**src/rtl/pc_fetch_unit.sv**
```systemverilog
// Program counter and instruction-fetch stage: issues word addresses, pairs memory data with PCs.
// Define FETCH_CNT_EN to build the delivered-instruction counter on fetch_count.
module pc_fetch_unit #(
    parameter logic [31:0] RESET_PC = 32'h0000_09F0,
    parameter logic [31:0] PC_STEP  = 32'd1
) (
    input  logic        clk,
    input  logic        rst,
    input  logic        stall,
    input  logic        br_valid,
    input  logic [31:0] br_target,
    input  logic        cs_p,
    input  logic [31:0] imem_data,
    output logic [31:0] addr,
    output logic        if_valid,
    output logic [31:0] if_instr,
    output logic [31:0] if_pc,
    output logic        fault,
    output logic [31:0] fetch_count
);

    typedef enum logic [0:0] {StRun, StFault} state_e;

    state_e      state_q, state_d;
    logic [31:0] addr_q, addr_d;
    logic [31:0] pc_q, pc_d;
    logic        pending_q, pending_d;
    logic        if_valid_q, if_valid_d;
    logic [31:0] if_instr_q, if_instr_d;
    logic [31:0] if_pc_q, if_pc_d;
    logic        fault_q, fault_d;
`ifdef FETCH_CNT_EN
    logic [31:0] count_q, count_d;
`endif

    always_comb begin
        state_d    = state_q;
        addr_d     = addr_q;
        pc_d       = pc_q;
        pending_d  = pending_q;
        if_valid_d = if_valid_q;
        if_instr_d = if_instr_q;
        if_pc_d    = if_pc_q;
        fault_d    = fault_q;
`ifdef FETCH_CNT_EN
        count_d    = count_q;
`endif
        unique case (state_q)
            StRun: begin
                if (br_valid) begin
                    // Redirect squashes both the in-flight fetch and the current output.
                    addr_d     = br_target;
                    pending_d  = 1'b0;
                    if_valid_d = 1'b0;
                end else if (stall) begin
                    // Hold everything; memory output stays stable meanwhile.
                end else if (!cs_p) begin
                    state_d    = StFault;
                    fault_d    = 1'b1;
                    pending_d  = 1'b0;
                    if_valid_d = 1'b0;
                end else begin
                    addr_d     = addr_q + PC_STEP;
                    pc_d       = addr_q;
                    pending_d  = 1'b1;
                    if_valid_d = pending_q;
                    if_instr_d = imem_data;
                    if_pc_d    = pc_q;
`ifdef FETCH_CNT_EN
                    if (pending_q) begin
                        count_d = count_q + 32'd1;
                    end
`endif
                end
            end
            StFault: begin
                // Terminal until reset.
            end
            default: begin
                state_d = StRun;
            end
        endcase
    end

    always_ff @(posedge clk) begin
        if (rst) begin
            state_q    <= StRun;
            addr_q     <= RESET_PC;
            pc_q       <= 32'h0;
            pending_q  <= 1'b0;
            if_valid_q <= 1'b0;
            if_instr_q <= 32'h0;
            if_pc_q    <= 32'h0;
            fault_q    <= 1'b0;
        end else begin
            state_q    <= state_d;
            addr_q     <= addr_d;
            pc_q       <= pc_d;
            pending_q  <= pending_d;
            if_valid_q <= if_valid_d;
            if_instr_q <= if_instr_d;
            if_pc_q    <= if_pc_d;
            fault_q    <= fault_d;
        end
    end

`ifdef FETCH_CNT_EN
    always_ff @(posedge clk) begin
        if (rst) begin
            count_q <= 32'h0;
        end else begin
            count_q <= count_d;
        end
    end

    assign fetch_count = count_q;
`else
    assign fetch_count = 32'h0;
`endif

    assign addr     = addr_q;
    assign if_valid = if_valid_q;
    assign if_instr = if_instr_q;
    assign if_pc    = if_pc_q;
    assign fault    = fault_q;

endmodule

```
**config.mk**
```make
export PLATFORM = sky130hd
export DESIGN_NAME = pc_fetch_unit
export DESIGN_NICKNAME = d
export VERILOG_FILES = /design/src/rtl/pc_fetch_unit.sv
export SDC_FILE = /design/constraint.sdc
export NUM_CORES = 1
export LEC_CHECK = 0
export BUFFER_PORTS_ARGS = -buffer_cell sky130_fd_sc_hd__clkbuf_2
export CELL_PAD_IN_SITES_DETAIL_PLACEMENT = 1
export CELL_PAD_IN_SITES_GLOBAL_PLACEMENT = 2
export CORE_UTILIZATION = 30
export CTS_CLUSTER_SIZE = 24
export DETAILED_ROUTE_END_ITERATION = 6
export PLACE_DENSITY_LB_ADDON = 0.1
export SYNTH_ARGS = -nofsm -noshare
export SYNTH_HDL_FRONTEND = slang
export SYNTH_SLANG_ARGS = --single-unit
```
**constraint.sdc**
```tcl
create_clock -name clk -period 4.22 [get_ports clk]
set_clock_uncertainty 0.05 [all_clocks]
set_input_delay 0 -clock clk [delete_from_list [all_inputs] [get_ports clk]]
set_output_delay 0 -clock clk [all_outputs]
set_load 0.1 [all_outputs]
```
# [Word level (Yosys, flattened, before mapping)]
# Cells that the tools add are included.
# Widths: inputs -> output; s select.
[word_totals] regBits=132 latchBits=0 ramBits=0 rom_bits=0 out_inout_bits=130 n_memories=0
[classes] addsub=1 n_mul=0 n_div=0 magnitude_cmp=0 n_eq_ne=1 shift=0 muxes=13 bitwise=4 n_reduce_logical=5
[op_table] op="$mux 32" n=3
[op_table] op="$add 32x1->32 const B" n=1
[op_table] op="$mux 1" n=10
[op_table] op="$reduce_and 4->1" n=2
[op_table] op="$not 1->1" n=4
[op_table] op="$reduce_and 3->1" n=1
[op_table] op="$ne 2x1->1 const B" n=1
[op_table] op="$reduce_and 2->1" n=1
[op_table] op="$reduce_bool 2->1" n=1

# [Logic depth before layout (Yosys ltp)]
# Gate-level depths: netlist (run 1).
[logic_depth] depth_word=4 ltp_mapped=8

# [Least setup slack after synthesis (run 1)]
# OpenSTA, ideal clock, no wires.
[synth_timing] kind="register to register" start="reg addr_q[0] (netlist: addr[0])" end="reg addr_q[26] (netlist: addr[26])" arrival_time_ns=2.518 t_required_ns=4.040 setup_slack_ns=1.522 stages_incl_launch_ff=8 path_buffers=1 period_less_slack_ns=2.698 cell_sequence="dfxtp_1 ha_1 nand3_1 nor4_1 buf_2 nand4_1 a221oi_1 a311oi_1"
[synth_between] elab_chain_cells=4
[synth_rtl] element="from (decl)" line_no="25" source="logic [31:0] addr_q, addr_d;"
[synth_rtl] element="from (signal assigned)" line_no="97" source="addr_q <= addr_d;"
[synth_rtl] element="$add 32x1->32" line_no="63" source="addr_d = addr_q + PC_STEP;"
[synth_rtl] element="$mux 32" line_no="57" source="end else if (!cs_p) begin"
[synth_rtl] element="$mux 32" line_no="55" source="end else if (stall) begin"
[synth_rtl] element="$mux 32" line_no="50" source="if (br_valid) begin"
# No other way between the ends. The select of a mux whose other input is x is not followed.
# A chain may end at the register's enable or synchronous reset.

# [Worst setup path in the final report (run 1)]
[layout_timing] start="reg state_q" end="reg addr_q[31] (netlist: addr[31])"
[layout_between] elab_chain_cells=2
[layout_rtl] element="from (decl)" line_no="24" source="state_e state_q, state_d;"
[layout_rtl] element="from (signal assigned)" line_no="87" source="state_q <= StRun;"
[layout_rtl] element="from (signal assigned)" line_no="96" source="state_q <= state_d;"
[layout_rtl] element="$not 1->1 (no source line)"
[layout_rtl] element="$reduce_and 3->1 (no source line)"
# No other way between the ends.

==> results of run 1 <==
-- stage by stage --
| stage | cell area [µm²] | instances | hold slack (ns) | setup slack (ns) |
|---|---|---|---|---|
| after global routing | 7910 | 1222 | 0.0760 | 1.58 |
| final | 7910 | 1222 | 0.0318 | 1.77 |
| after floorplan | 5950 | 785 | 0.0860 | 1.52 |
| after detailed placement | 6660 | 1127 | 0.184 | 1.67 |
| after CTS | 7910 | 1222 | 0.0264 | 1.75 |
| after global placement | 6660 | 1127 | 0.174 | 1.77 |
-- worst max path at each step --
stage,endpoint,cells after the start,slack [ns]
finish,addr[31],5,1.77
floorplan,addr[26],7,1.52
global route,addr[31],5,1.58
global placement,addr[28],6,1.77
CTS,addr[31],5,1.75
detailed placement,addr[28],6,1.67
-- registers in the layout, indices dropped and copies added, names as in the netlist --
signal	cells
pc_q	32
addr	32
if_valid	1
state_q	1
pending_q	1
fault	1
if_instr	32
if_pc	32
-- where the power goes --
part / leakage, nW / internal (W) / switching [W] / total, W
registers: 1.07 / 0.00129 / 0.0000618 / 0.00135
logic: 1.83 / 0.000141 / 0.000528 / 0.000669
clock network: 0.286 / 0.000987 / 0.000560 / 0.00155
-- kinds of logic after synthesis --
group	share of synthesized area
adder cells (fa/ha/maj)	0.00215
buffers and inverters	0.0867
other	0.000643
AO/OA/AOI/OAI	0.179
multiplexers	0.0161
flip-flops	0.453
AND/OR/NAND/NOR	0.262
-- layout by cell type, fill, tap and decap left out, types with 3 or more instances in the layout --
cell type,n
a211oi_1,8
a21oi_1,121
a22o_1,3
nand4_1,12
nand3_1,21
a22oi_1,6
nand2b_1,6
mux2i_1,6
buf_4,6
conb_1,32
dfxtp_1,132
o21ai_0,12
and3_1,10
nand3b_1,4
and4_1,3
nor4_1,6
nand2_1,218
o31ai_1,4
nor2_1,32
and2_1,3
o22ai_1,3
bufinv_16,4
o221ai_1,3
dlygate4sd3_1,64
clkinvlp_4,4
nor3_1,7
clkbuf_2,165
a31oi_1,7
clkbuf_16,17
-- metal layers --
metal,global-route usage,share of wire
met1,0.240,0.45
met2,0.336,0.49
met4,0.0656,0.014
met5,0,0
met3,0.0418,0.044
-- cell type report --
| type | count | area [µm²] | area share |
|---|---|---|---|
| inverter | 3 | 11.3 | 0.00142 |
| tap | 260 | 325 | 0.0411 |
| timing repair buffer | 235 | 1510 | 0.191 |
| multi-input combinational | 561 | 2810 | 0.355 |
| clock buffer | 19 | 433 | 0.0547 |
| clock inverter | 12 | 181 | 0.0229 |
| sequential | 132 | 2640 | 0.334 |
-- worst max-delay path, delay by kind of cell (launching register included) --
family | cells | cell delay (ns)
and+or+nand+nor | 2 | 0.98
DFF | 1 | 0.65
muxes | 1 | 0.29
AOI/OAI and AO/OA | 2 | 0.23
==> reports/qor.txt, run 1 <==
WS Path Type -> register to register
first-pass GRT wire length -> 30,700 µm
IO buf count -> 166
most common cell in the netlist -> nand2_1
ratio of cells with drive above 1 in the final layout -> 0.219
R2R Path Start -> state_q
post-synth top area share -> 0.453
row count -> 50
final worst path period share -> 0.581
DRT antenna net count -> 0
final WL -> 19,200 µm
Initial DRC Count -> 269
Netlist cell types -> 57
Layout Nets -> 1,020
PD cells -> 451 nW/µm²
ys flop type -> dfxtp_1
FF-to-FF End -> addr[31]
MaxCap Viol Count -> 0
CP peak stage delay -> 0.90 ns
post-CTS setup buffer count -> 0
depth of the most critical reg-to-reg path -> 5
initial antenna violation count -> 0
total CTS buffers -> 17
Post-DP HPWL -> 12,700 µm
top post-synthesis cells by count -> 218 x nand2_1, 132 x dfxtp_1, 121 x a21oi_1
Post-Route Utilization -> 0.419
crit end category -> register
crit-path max FO -> 101
sequential area share after synthesis -> 0.453
CP required -> 4.47 ns
Root Driver -> clkbuf_16
Routed WL per cell -> 15.8 µm
peak supply drop -> 0.294 mV
CTS H-tree lvls -> 4
cell mode on critical path -> a21oi_1
Congestion Overflow GR -> 0
vias in the first global route -> 5,954
Hold Crit Depth -> 2
Least-Margin Pin Slew -> 1.25 ns
area leader, netlist -> dfxtp_1
Crit path arrival time -> 2.70 ns
vias per cell -> 4.86
Synth area leaders -> dfxtp_1 45%, nand2_1 14%, a21oi_1 10%
gpl congestion -> 0.843
CTS resizes -> 0
Final Max Tran Viols -> 0
via count -> 5,939
area delta synth->final -> 35.7%
worst hold start -> rst
Mapped Cells -> 754
Yosys warnings -> 0
asr flop ratio synth -> 0
Syn Area/Cell -> 7.73 µm²
Die H -> 141 µm
TritonCTS clock tree -> built
Final min period -> 2.45 ns
setup_tns -> 0 ns
largest net degree at the start of global routing -> 102
Worst-path clk slew -> 0.06 ns
Max clock buf depth -> 2
Hold Crit Endpoint -> addr[29]
final hold vios -> 0
Final Total Pwr -> 0.00357 W
core area -> 18,900 µm²
hold buffer count at CTS -> 64
die area -> 20,000 µm²
CTS Sinks -> 132
cells along the critical path -> or4b_4, nor2_1, a21oi_1, a21oi_1, mux2_2
Fillers -> 2,327
Post-Syn Area -> 5830 µm²
clk_lat worst skew -> 0.41 ns
maximum clock rate -> 408 MHz
worst reg2reg setup slack -> 1.77 ns
Chip Width -> 141 µm
Worst setup SP type -> register
Diodes inserted -> 0
Top Ports -> 199
detailed-router iteration count before antenna repair -> 4
outcome -> complete, no violations
Starting Density -> 0.309
Pleak -> 3.19 nW
CP startpoint -> state_q
Slew HR -> 0.165
#FFs+latches synth -> 132
DR DRC count -> 0
type of the worst min-delay path -> input port to register
Total GRT Usage -> 0.195
RSZ-0062 raised after global routing -> no
EDFF count, synth -> 0
Slowest cell on crit path -> or4b_4
endpoints failing setup -> 0
Power figures use the tool's default switching activity.
==> inputs of run 2 (changes only) <==
--- a/config.mk
+++ b/config.mk
@@ -8,7 +8,7 @@
 export BUFFER_PORTS_ARGS = -buffer_cell sky130_fd_sc_hd__clkbuf_2
 export CELL_PAD_IN_SITES_DETAIL_PLACEMENT = 1
 export CELL_PAD_IN_SITES_GLOBAL_PLACEMENT = 2
-export CORE_UTILIZATION = 30
+export CORE_UTILIZATION = 27
 export CTS_CLUSTER_SIZE = 24
 export DETAILED_ROUTE_END_ITERATION = 6
 export PLACE_DENSITY_LB_ADDON = 0.1
==> constraint.sdc (replaced) <==
create_clock -name clk -period 2.3 [get_ports clk]
set_clock_uncertainty 0.05 [all_clocks]
set_input_delay 0 -clock clk [delete_from_list [all_inputs] [get_ports clk]]
set_output_delay 0 -clock clk [all_outputs]
set_load 0.1 [all_outputs]
==> reports/qor.txt, run 2 (synthesis results as in run 1) <==
Congestion Overflow GR -> 0 (unchanged)
vias in the first global route -> 5,985 (+0.52%)
first-pass GRT wire length -> 31,400 µm (+2.1%)
leading cell type in the layout, fill and taps excluded -> nand2_1
crit end category -> register
cells along the critical path -> ha_1, nand3_1, nor4_2, buf_4, nand4_1, a221oi_1, a311oi_1
CTS H-tree lvls -> 4 (unchanged)
via count -> 6,037 (+1.7%)
Layout Nets -> 1,039 (+1.9%)
Final Max Tran Viols -> 0 (unchanged)
type of the worst min-delay path -> input port to register
post-route insts no fill -> 1,257 (+2.9%)
Least-Margin Pin Slew -> 0.733 ns (-0.518 ns)
RSZ-0062 raised after global routing -> no
Chip Width -> 149 µm (+5.3%)
Initial DRC Count -> 211 (-22%)
DR DRC count -> 0 (unchanged)
final instance area -> 8150 µm² (+3.0%)
Slowest cell on crit path -> dfxtp_2
most used routing layer -> met2
Final Total Pwr -> 0.00666 W (+87%)
area delta synth->final -> 39.7%
DRT antenna net count -> 0 (unchanged)
gpl congestion -> 0.820 (-2.7%)
final WL -> 20,000 µm (+4.1%)
CP peak stage delay -> 0.42 ns (-0.48 ns)
Pleak -> 3.31 nW (+3.6%)
die area -> 22,200 µm² (+11%)
maximum clock rate -> 490 MHz (+20%)
met2 GRT Util -> 0.312 (-0.0242)
Max clock buf depth -> 2 (unchanged)
Slew HR -> 0.507 (+0.342)
Worst setup SP type -> register
final worst path period share -> 0.888 (+0.307)
row count -> 53 (+6.0%)
core area -> 21,100 µm² (+12%)
IO buf count -> 166 (unchanged)
most frequent cells in the layout -> 218 x nand2_1, 165 x clkbuf_2, 121 x a21oi_1, 112 x dfxtp_1, 64 x dlygate4sd3_1
Post-Route Utilization -> 0.386 (-0.0323)
outcome -> complete, no violations
ratio of cells with drive above 1 in the final layout -> 0.256 (+0.0363)
Worst path top cell family by delay -> simple AND/OR/NAND/NOR gates
Top Ports -> 199 (unchanged)
placed cells -> 1,161 (+3.0%)
TritonCTS clock tree -> built
MaxCap Viol Count -> 0 (unchanged)
PD cells -> 817 nW/µm² (+81%)
sequential cell area -> 2670 µm² (+0.95%)
endpoints failing setup -> 0 (unchanged)
Final min period -> 2.04 ns (-0.409 ns)
detailed-router iteration count before antenna repair -> 4 (unchanged)
Multi-input gate area -> 2810 µm² (unchanged)
WS Path Type -> register to register
Total GRT Usage -> 0.181 (-0.0141)
clk_lat worst skew -> 0.42 ns (about the same)
Worst-path clk slew -> 0.06 ns (about the same)
Routed WL per cell -> 15.9 µm (+1.2%)
Diodes inserted -> 0 (unchanged)
final hold vios -> 0 (unchanged)
WP buf/inv -> 1 (+1)
Crit path arrival time -> 2.26 ns (-0.44 ns)
Die H -> 149 µm (+5.3%)
CTS resizes -> 0 (unchanged)
CTS Sinks -> 132 (unchanged)
Root Driver -> clkbuf_16
CP required -> 2.52 ns (-1.95 ns)
Fillers -> 2,564 (+10%)
crit-path max FO -> 11 (-89%)
peak supply drop -> 0.434 mV (+48%)
post-CTS setup buffer count -> 0 (unchanged)
total CTS buffers -> 17 (unchanged)
GR Util met1 -> 0.219 (-0.0208)
met3 Use GR -> 0.0401 (-0.00179)
vias per cell -> 4.80 (-1.2%)
Post-DP HPWL -> 14,000 µm (+10%)
Starting Density -> 0.276 (-0.0321)
initial antenna violation count -> 0 (unchanged)
largest net degree at the start of global routing -> 65 (-36%)
placed instance area -> 6880 µm² (+3.4%)
==> run 2: worst paths after layout <==
| check | from | endpoint | slack (ns) | depth (start not counted) |
|---|---|---|---|---|
| worst max-delay path | addr[1] | addr[26] | 0.26 | 7 |
| worst min-delay path | br_target[25] | addr[25] | 0.03 | 4 |
| worst max register to register | addr[1] | addr[26] | 0.26 | 7 |
| worst min register to register | if_pc[15] | if_pc[15] | 0.40 | 2 |
==> run 2: repair_timing <==
action,4_1_cts,5_1_grt
hold endpoints to repair,64,0
setup endpoints to repair,0,0
hold buffers,64,0
==> run 2: where the power goes <==
part,internal (W),switching (W),total (W)
Combinational,0.000287,0.000985,0.00127
Sequential,0.00237,0.000106,0.00247
Clock,0.00183,0.00108,0.00291
==> run 2: metal layers <==
layer / wire length [µm] / vias up
met4: 331 / 0
met5: 0 / -
met1: 8920 / 2912
met2: 9850 / 134
met3: 934 / 25
li1: - / 2966
==> run 2: tightest hold or removal path: stages <==
cell      delay, ns
clkbuf_2       0.07
and2_1         0.13
a211oi_1       0.05
a211oi_1       0.19
==> run 2: layout make-up <==
| type | count | share of cell area |
|---|---|---|
| clock inverters | 13 | 0.0240 |
| inverters | 3 | 0.00138 |
| repair buffers | 254 | 0.208 |
| multi-input cells | 561 | 0.344 |
| clock buffers | 19 | 0.0531 |
| well taps | 275 | 0.0422 |
| flip-flops and latches | 132 | 0.327 |
==> run 2: per-stage QoR <==
| stage | setup slack (ns) | setup TNS [ns] | hold slack, ns |
|---|---|---|---|
| 4_1_cts | 0.224 | 0 | 0.0146 |
| 5_1_grt | 0.0905 | 0 | 0.0365 |
| 2_1_floorplan | -0.0119 | -0.0119 | 0.0860 |
| 3_3_place_gp | 0.315 | 0 | 0.173 |
| 6_report | 0.258 | 0 | 0.0274 |
| 3_5_place_dp | 0.223 | 0 | 0.184 |
